==> src/rtl/canny_frame_controller.sv <==
// canny_frame_controller: streams one image frame out of memory into the pixel_loader chain
// and tracks the output-grid position of each gradient result until the frame completes.
module canny_frame_controller #(
  parameter int IMG_PIXELS    = 262144,
  parameter int ADDR_W        = 18,
  parameter int OUT_W         = 508,
  parameter int OUT_PIXELS    = 258064,
  parameter int DRAIN_TIMEOUT = 1024
) (
  input  logic              clk,
  input  logic              rstN,
  input  logic              start,
  input  logic              pause,
  output logic              mem_rd_en,
  output logic [ADDR_W-1:0] mem_addr,
  input  logic [7:0]        mem_rd_data,
  output logic [7:0]        pixel_out,
  output logic              pixel_out_valid,
  input  logic              res_valid,
  output logic [9:0]        res_col,
  output logic [9:0]        res_row,
  output logic              busy,
  output logic              done,
  output logic              timeout_err
);
  localparam int CNT_W = $clog2(OUT_PIXELS + 1);
  localparam int IDL_W = $clog2(DRAIN_TIMEOUT + 1);
  typedef enum logic [1:0] {IDLE, FEED, DRAIN, DONE} state_t;
  state_t r_state, w_next;
  logic [ADDR_W-1:0] r_addr;
  logic [CNT_W-1:0]  r_cnt, w_cnt_nxt;
  logic [IDL_W-1:0]  r_idle, w_idle_nxt;
  logic [9:0]        r_col, r_row;
  logic              r_pix_valid, r_timeout;
  logic              w_start, w_rd, w_last, w_acc, w_full, w_to;
  assign w_start    = r_state == IDLE && start;
  assign w_rd       = r_state == FEED && !pause;
  assign w_last     = w_rd && r_addr == ADDR_W'(IMG_PIXELS - 1);
  assign w_acc      = res_valid && (r_state == FEED || r_state == DRAIN) && r_cnt < CNT_W'(OUT_PIXELS);
  assign w_cnt_nxt  = r_cnt + CNT_W'(w_acc);
  assign w_full     = w_cnt_nxt == CNT_W'(OUT_PIXELS);
  assign w_idle_nxt = res_valid ? '0 : r_idle + IDL_W'(1);
  // the DONE cycle itself is the DRAIN_TIMEOUT-th silent cycle after the last result
  assign w_to       = r_state == DRAIN && !res_valid && w_idle_nxt >= IDL_W'(DRAIN_TIMEOUT - 1);
  always_comb begin
    w_next = r_state;
    case (r_state)
      IDLE:    w_next = start ? FEED : IDLE;
      FEED:    w_next = !w_last ? FEED : w_full ? DONE : DRAIN;
      DRAIN:   w_next = (w_full || w_to) ? DONE : DRAIN;
      default: w_next = IDLE;
    endcase
  end
  always_ff @(posedge clk) begin
    if (!rstN) r_state <= IDLE;
    else       r_state <= w_next;
  end
  always_ff @(posedge clk) begin
    r_pix_valid <= rstN && w_rd;
    if (!rstN || w_start) begin
      r_addr    <= '0;
      r_cnt     <= '0;
      r_idle    <= '0;
      r_col     <= '0;
      r_row     <= '0;
      r_timeout <= 1'b0;
    end else begin
      if (w_rd) r_addr <= r_addr + ADDR_W'(1);
      r_cnt <= w_cnt_nxt;
      if (r_state == DRAIN) r_idle <= w_idle_nxt;
      if (w_to) r_timeout <= 1'b1;
      if (w_acc) begin
        r_col <= r_col == 10'(OUT_W - 1) ? '0 : r_col + 10'd1;
        if (r_col == 10'(OUT_W - 1)) r_row <= r_row + 10'd1;
      end
    end
  end
  assign mem_rd_en       = w_rd;
  assign mem_addr        = r_addr;
  assign pixel_out_valid = r_pix_valid;
  assign pixel_out       = r_pix_valid ? mem_rd_data : '0;
  assign res_col         = r_col;
  assign res_row         = r_row;
  assign busy            = r_state != IDLE;
  assign done            = r_state == DONE;
  assign timeout_err     = r_timeout;
endmodule

==> config.mk <==
export PLATFORM = sky130hd
export DESIGN_NAME = canny_frame_controller
export DESIGN_NICKNAME = d
export VERILOG_FILES = /design/src/rtl/canny_frame_controller.sv
export SDC_FILE = /design/constraint.sdc
export NUM_CORES = 1
export LEC_CHECK = 0
export ABC_AREA = 1
export CAP_MARGIN = 20
export CORE_MARGIN = 10
export CORE_UTILIZATION = 40
export CTS_BUF_LIST = sky130_fd_sc_hd__clkbuf_2 sky130_fd_sc_hd__clkbuf_4 sky130_fd_sc_hd__clkbuf_8
export DETAILED_ROUTE_END_ITERATION = 16
export DONT_BUFFER_PORTS = 1
export PLACE_DENSITY = 0.58
export REMOVE_ABC_BUFFERS = 1
export SETUP_SLACK_MARGIN = 0.4
export SYNTH_ARGS = -nofsm -noshare
export SYNTH_HDL_FRONTEND = slang
export SYNTH_SLANG_ARGS = --single-unit
==> constraint.sdc <==
create_clock -name clk -period 2.3 [get_ports clk]
set_input_delay 0.46 -clock clk [delete_from_list [all_inputs] [get_ports clk]]
set_output_delay 0.46 -clock clk [all_outputs]
set_load 0.005 [all_outputs]
## Word level (Yosys, flattened, before mapping)

Index checks and enable logic that the tools add are counted.

| cells by class | value |
|---|---|
| muxes and demuxes | 8 |
| $add $sub $neg | 5 |
| equal/unequal tests | 6 |
| reduce and logical (&&, ||, !) cells | 17 |
| magnitude comparators | 2 |

Operator list:

| cell | count |
|---|---|
| $eq 18x18->1 const B | 2 |
| $add 10x1->10 const B | 2 |
| $add 18x1->18 | 1 |
| $add 18x1->18 const B | 1 |
| $lt 18x18->1 const B | 1 |
| $add 11x1->11 const B | 1 |
| $ge 11x10->1 const B | 1 |
| $mux 11 | 1 |
| $eq 10x9->1 const B | 1 |
| $mux 10 | 1 |
| $logic_and 1x1->1 | 8 |
| $mux 8 | 1 |
| $pmux 2 s3 | 1 |
| $eq 2x2->1 const B | 2 |
| $logic_not 1->1 | 3 |
| $logic_or 1x1->1 | 3 |
| $mux 1 | 3 |
| $eq 2x1->1 const B | 1 |
| $logic_not 2->1 | 1 |
| $mux 2 | 1 |
| $reduce_and 2->1 | 1 |
| $reduce_bool 2->1 | 1 |

| word-level totals | value |
|---|---|
| bits in registers | 71 |
| word-level logic and storage cells | 46 |

## Logic depth before layout (Yosys ltp)

Gate-level depths: netlist (run 1).

| depth | value |
|---|---|
| word-level depth | 9 |
| gate-level depth with buffers | 20 |
| depth with buffers taken out | 20 |

## Worst setup path after synthesis (run 1)

Ideal clock, no wire load.

| timing path | value |
|---|---|
| kind | flip-flop to flip-flop |
| start | register r_state[1] |
| end | register r_state[0] |
| slack | -0.264 ns |
| path buffers | 0 |
| arrival | 2.500 ns |
| clock period less this slack | 2.564 ns |
| cell stages (with the launch flop) | 21 |
| cell sequence | dfxtp_1 -> inv_1 -> ha_1 -> nand2_1 -> inv_1 -> nand2_2 -> inv_1 -> ha_1 -> ha_1 -> nand3_2 -> nor2_2 -> nand2_1 -> nand2_1 -> nand2_1 -> nor2_1 -> nand2_1 -> nor2_2 -> nand3_1 -> a21oi_1 -> nor2_1 -> nor2_1 |

| between the ends | value |
|---|---|
| cells in the longest elaborated chain, start to end | 9 |
| elaborated cells on any way between the ends | 17 |

Ends and longest elaborated chain:

| element | RTL line | RTL |
|---|---|---|
| start, declared | 29 | `state_t r_state, w_next;` |
| start signal, assigned | 56 | `else r_state <= w_next;` |
| $eq 2x1->1 or $eq 2x2->1 (tied branches) | 39 | `assign w_acc = res_valid && (r_state == FEED \|\| r_state == DRAIN) && r_cnt < CNT_W'(OUT_PIXELS);` |
| $logic_or 1x1->1 (*) | 39 |  |
| $logic_and 1x1->1 (*) (2 in a row) | 39 |  |
| named net w_acc | 35 | `logic w_start, w_rd, w_last, w_acc, w_full, w_to;` |
| $add 18x1->18 (*) | 40 | `assign w_cnt_nxt = r_cnt + CNT_W'(w_acc);` |
| $eq 18x18->1 (*) | 41 | `assign w_full = w_cnt_nxt == CNT_W'(OUT_PIXELS);` |
| $mux 1 or $logic_or 1x1->1 (tied branches) | 49, 50 |  |
| $mux 2 or $mux 1 (tied branches) | 49, 50 |  |
| $pmux 2 s3 (*) | 47 | `case (r_state)` |

The timed path passes the listed nets; every way through them passes the cells marked *.
A chain may end at the register's enable or synchronous reset.

## Final worst setup path (run 1)

Ends and elaborated chain as after synthesis.

==> results_dict.tcl, run 1 <==
set metrics [dict create \
    fmax_ghz 0.4212 \
    cts_buffers 9 \
    cts.path.max_buffers 2 \
    synth-edff-count 0 \
    cts_num_sinks 71 \
    finClkSkew_ps 9.262 \
    gp_routability_congestion 0.8851 \
    nNetsFinal 674 \
    grt_first_pass_wirelength_um 17510 \
    critical_path.cell_chain "inv_2 > ha_4 > nand2_1 > inv_1 > nand2_2 > inv_2 > ha_4 > ha_4 > nand3_4 > nor2_4 > nand2_1 > nand2_1 > nand2_1 > nor2_2 > nand2_1 > nor2_2 > nand3_2 > a21oi_2 > nor2_1 > nor2_1" \
    cp-end-kind "flop" \
    synth_flop_cell "dfxtp_1" \
    p_seq_frac 0.532 \
    cpMostUsedCell "nand2_1" \
    core_mm2 0.009371 \
    drt_iter0_drc 219 \
    syn2layout_area_growth_pct 30.68 \
    dieWidth_um 118.8 \
    port-buffer-count 0 \
    layout-drive-gt1-share 0.2813 \
    synthesis.area_mm2 0.003902 \
    whs_ps 315.7 \
    crit_family "simple AND/OR/NAND/NOR gates" \
    pin_count 64 \
    synth_cell_types 37 \
    synth_seq_cells 71 \
    cts_tree "done" \
    switchingPower_mw 0.5538 \
    synthCells 580 \
    viasPerCell 4.954 \
    hp-class "in2reg" \
    ir_drop_uv 273.8 \
    antenna_found_initial 0 \
    path_depth 20 \
    yosys_warnings 0 \
    overflow 0 \
    min_period_ps 2374 \
    initial_core_util 0.4164 \
    drc 0 \
    failed_checks "setup timing" \
    crit_fanout 4 \
    rsz0062_at_grt "yes" \
    yosysMostFrequentCell "nand2_1" \
    slowest_delay_ps 340 \
    worstSetupStartpointType "flop" \
    synth.area.top_cells "dfxtp_1, nand2_1, nor2_1" \
    clkTransAtPathRegs_ps 80 \
    critPathKind "reg2reg" \
    tightest_slew_ps 573.8 \
    worstHoldPathCells 3 \
    async_reset_ff_frac 0 \
    status "complete, but fails checks" \
    drt_first_pass_iters 4 \
    avgSynthCellArea_um2 6.728 \
    drv_slew 0 \
    netSwitchingFraction 0.2370 \
    p_total_mw 2.336 \
    fin_ws_ps -74.02 \
    finalWirelength_um 10100 \
    synth_top_area_frac 0.3642 \
    reg2reg_depth 20 \
    grt_pass1_vias 3804 \
    power.density_mw_per_mm2 458.1 \
    setup_viol 1 \
    clkPwrFrac 0.419 \
    antenna_left 0 \
    vias 3879 \
    place_hpwl_um 7289 \
    diodes 0 \
    cts-root-buf "clkbuf_8" \
    cp_slowest_cell "dfxtp_2" \
    worst-path-buf-inv 3 \
    grt_use_total 0.1434 \
    dieArea_mm2 0.01411 \
    utilization 0.5442 \
    seq_area_frac_synth 0.3642 \
    r2r_slack_ps -70 \
    drv_cap 0 \
    wl_per_cell_um 12.90 \
    htreeDepth 3 \
    arrival_ps 2650 \
    die_height_um 118.8 \
    rows 35 \
    grt_max_degree 43 \
    slew_headroom 0.6175 \
    min_period_over_period 1.032 \
    hold_viol 0 \
    intPower_mw 1.782 \
    clock_latency_ps 340 \
    yosysTopAreaCell "dfxtp_1" \
    p_leak_nw 1.946 \
    critical_path_required_ps 2580 \
    combinationalPowerShare 0.049 \
    synth.top_cells.by_count "nand2_1, nor2_1, inv_1" \
]
## layout make-up
| cell class | instances | area, um^2 |
|---|---|---|
| timing repair buffer | 69 | 563.0 |
| inverter | 82 | 315.3 |
| clock inverter | 5 | 58.81 |
| sequential | 71 | 1434 |
| fill | 898 | 4272 |
| clock buffer | 10 | 131.4 |
| multi-input combinational | 417 | 2436 |
| tap | 129 | 161.4 |
## per-layer routing
| layer | global-route usage | wire (um) | up-vias |
|---|---|---|---|
| met4 | 0.03053 | 59 | 0 |
| met1 | 0.1700 | 4515 | 1773 |
| met2 | 0.2414 | 4774 | 83 |
| li1 | - | - | 2019 |
| met3 | 0.05331 | 753 | 4 |
| met5 | 0 | 0 | - |
## logic make-up (layout without fill, tap and decap cells)
kind of cell / Yosys count / after routing / synth area share
and+or+nand+nor: 311 / 311 / 0.3690
DFF: 71 / 71 / 0.3642
AOI/OAI and AO/OA: 81 / 81 / 0.1106
buffers and inverters: 92 / 166 / 0.08945
xor gates and xnor gates: 14 / 14 / 0.03142
adders and majority gates: 11 / 11 / 0.03527
## path summary, 6_finish.rpt
kind	from	endpoint
max	r_state[1]	r_state[0]
min	pause	mem_addr[2]
max reg2reg	r_state[1]	r_state[0]
min reg2reg	timeout_err	timeout_err
## per-stage QoR
step,cell area [um^2],cells,setup TNS (ps),setup slack [ps]
floorplan,3862,570,-446.2,-386.2
finish,5100,783,-74.02,-74.02
global route,5100,783,-329.9,-309.4
CTS,4876,776,-59.38,-59.38
global placement,4384,747,-270.9,-270.9
detailed placement,4384,747,-305.5,-305.5
## timing repair
item                                    CTS  global route
resized for setup                        49            57
setup buffers                            14             7
pin swaps                                30            33
gates cloned                              0             0
hold buffers                              0             0
hold endpoints to repair                  0             0
endpoints found under the setup margin   19            39
## worst reg2reg max path, delay by kind of cell (launching register included)
| family | cells | cell delay [ps] |
|---|---|---|
| AOI/OAI and AO/OA | 1 | 120 |
| adders and majority gates | 3 | 550 |
| buffers and inverters | 3 | 210 |
| DFF | 1 | 340 |
| and+or+nand+nor | 13 | 1100 |
## state kept, by name, summed over array words and instances (netlist names)
register	count
r_cnt	18
mem_addr	18
pixel_out_valid	1
res_row	10
timeout_err	1
r_idle	11
res_col	10
r_state	2
## power groups by stage
stage	registers, mW	logic, mW	clock network [mW]
after global routing	1.24	0.128	1.07
after CTS	1.24	0.109	1.03
after floorplan	1.27	0.0587	0
after global placement	1.27	0.0964	0
final	1.24	0.113	0.980
after detailed placement	1.27	0.0976	0
## placed cells by master, fill, tap and decap left out, drive strengths merged, types with 2 or more instances in the layout
cell type / n
nor2: 94
clkinvlp: 2
buf: 69
clkbuf: 10
dfxtp: 71
xnor2: 4
o21ai: 28
a21oi: 43
nand4: 21
nor3b: 4
xor2: 10
a211oi: 3
nand2: 131
ha: 11
nand3: 39
clkinv: 4
nor4: 5
inv: 80
o21a: 2
nor3: 13
o21bai: 2
Power figures use the tool's default switching activity.
==> inputs of run 2 (changes only) <==
- ABC_AREA: 1 -> unset
==> results_dict.tcl, run 2 <==
set metrics [dict create \
    status "complete, but fails checks" \
    failed_checks "setup timing" \
    finClkSkew_ps 10.73 \
    synth.top_cells.by_count "nor2_1, dfxtp_1, nand2_1" \
    htreeDepth 3 \
    clock_latency_ps 360 \
    finalSetupTns_ps -6982 \
    min_period_over_period 1.212 \
    cts_tree "done" \
    layout_commonest_cell "nor2_1" \
    p_leak_nw 1.791 \
    critPathKind "reg2reg" \
    min_period_ps 2787 \
    pin_count 64 \
    synth_cell_types 41 \
    use_met1 0.1618 \
    synth.area.top_cells "dfxtp_1, nor2_1, xor2_1" \
    arrival_ps 3060 \
    seq_area_frac_synth 0.4083 \
    rows 33 \
    tightest_slew_ps 419.1 \
    synth_seq_cells 71 \
    drv_slew 0 \
    cts_buffers 9 \
    cts_num_sinks 71 \
    port-buffer-count 0 \
    crit_fanout 5 \
    worstSetupStartpointType "flop" \
    clkTransAtPathRegs_ps 80 \
    drt_iter0_drc 141 \
    hold_buffers 0 \
    antenna_left 0 \
    drv_cap 0 \
    grt_first_pass_wirelength_um 14960 \
    avgSynthCellArea_um2 8.408 \
    synthesis.area_mm2 0.003481 \
    utilization 0.5896 \
    power.density_mw_per_mm2 510.8 \
    vias 3139 \
    core_mm2 0.008341 \
    place_ws_ps -811.7 \
    wl_per_cell_um 15.99 \
    grt_use_total 0.1393 \
    hp-class "in2reg" \
    overflow 0 \
    grt_max_degree 58 \
    slew_headroom 0.7202 \
    yosysMostFrequentCell "nor2_1" \
    synth_top_area_frac 0.4083 \
    yosys_warnings 0 \
    initial_core_util 0.4173 \
    cts-root-buf "clkbuf_8" \
    synth-edff-count 0 \
    whs_ps 235.9 \
    p_total_mw 2.512 \
    yosysTopAreaCell "dfxtp_1" \
    die_height_um 113.3 \
    cts.path.max_buffers 2 \
    synthCells 414 \
    dieWidth_um 113.3 \
    synth_flop_cell "dfxtp_1" \
    fmax_ghz 0.3588 \
    gp_routability_congestion 0.8262 \
    dieArea_mm2 0.01283 \
    grt_pass1_vias 2937 \
    grt_util_met2 0.2327 \
    ir_drop_uv 273.7 \
    finalWirelength_um 9483 \
    rsz0062_at_grt "yes" \
    drc 0 \
    syn2layout_area_growth_pct 41.27 \
    grt_util_met3 0.05600 \
    grt.busiest_layer "met2" \
    cp-end-kind "flop" \
    hold_viol 0 \
    drt_first_pass_iters 4 \
    nNetsFinal 507 \
    viasPerCell 5.293 \
    place_hpwl_um 6105 \
    diodes 0 \
    setup_viol 27 \
    antenna_found_initial 0 \
    async_reset_ff_frac 0 \
    nFillCells 701 \
    critical_path_required_ps 2570 \
    layout-drive-gt1-share 0.3811 \
    fin_ws_ps -486.7 \
    layout_common_cells "nor2_1, dfxtp_1, buf_4, xor2_1, buf_6" \
]
-- run 2: cell count changes in the layout (fill, tap and decap cells not counted), sizes merged, moves of 7 or more --
cell | before | now
nor3 | 13 | 6
xor2 | 10 | 28
nand2 | 131 | 32
a21oi | 43 | 16
o21ai | 28 | 16
nor2 | 94 | 72
and3 | 1 | 13
mux2i | 0 | 7
or3 | 0 | 10
xnor2 | 4 | 20
nand3 | 39 | 21
nand4 | 21 | 12
and2 | 1 | 13
inv | 80 | 12
-- run 2: final timing paths --
kind	startpoint	endpoint	slack (ps)	cells past startpoint
setup reg to reg	r_cnt[4]	r_state[0]	-490	12
hold / removal	rstN	pixel_out_valid	240	1
setup / recovery	r_cnt[4]	r_state[0]	-490	12
hold reg to reg	r_idle[10]	r_idle[10]	490	2
-- run 2: logic make-up after synthesis --
| kind of cell | count (synthesis) | share of synthesized area |
|---|---|---|
| AND/OR/NAND/NOR | 207 | 0.3052 |
| flip-flops | 71 | 0.4083 |
| XOR/XNOR | 48 | 0.1208 |
| AO/OA/AOI/OAI | 42 | 0.07046 |
| buffers and inverters | 26 | 0.02912 |
| adder cells (fa/ha/maj) | 11 | 0.03954 |
| multiplexers | 9 | 0.02660 |
-- run 2: routing by layer --
metal | wire, um | up-vias
met1 | 3876 | 1501
met5 | 0 | -
li1 | - | 1546
met2 | 4781 | 77
met3 | 677 | 15
met4 | 148 | 0
-- run 2: area by class of cell --
class / instances / area [um^2] / area share
repair buffers: 73 / 650.6 / 0.1323
inverters: 10 / 37.54 / 0.007634
well taps: 105 / 131.4 / 0.02672
flip-flops and latches: 71 / 1435 / 0.2919
multi-input cells: 318 / 2434 / 0.4949
clock inverters: 7 / 105.1 / 0.02137
clock buffers: 9 / 123.9 / 0.02519
-- run 2: power by group --
| part | internal (mW) | switching (mW) |
|---|---|---|
| clock | 0.625 | 0.527 |
| combinational | 0.0561 | 0.0649 |
| sequential | 1.23 | 0.00538 |
| total | 1.91 | 0.597 |
-- run 2: per-stage QoR --
step	cells	instance area, um^2
finish	593	4917
global route	593	4917
CTS	583	4528
detailed placement	548	3901
global placement	548	3901
floorplan	398	3417
-- run 2: critical path, cell delays in order, from the launching register on --
cell and delay (ps):
dfxtp_2 350, nor4_4 280, a211oi_2 110, nor2_1 160, ha_2 240, ha_4 190, and2_4 160, a21oi_2 50
o22a_2 180, or4_4 570, nor4_4 160, o22ai_2 110, a41oi_2 130
-- run 2: what timing repair did --
action | 4_1_cts | 5_1_grt
setup buffers | 18 | 9
pin swaps | 29 | 43
gates resized for setup | 58 | 76
cloned | 1 | 1
endpoints found under the setup margin | 43 | 51
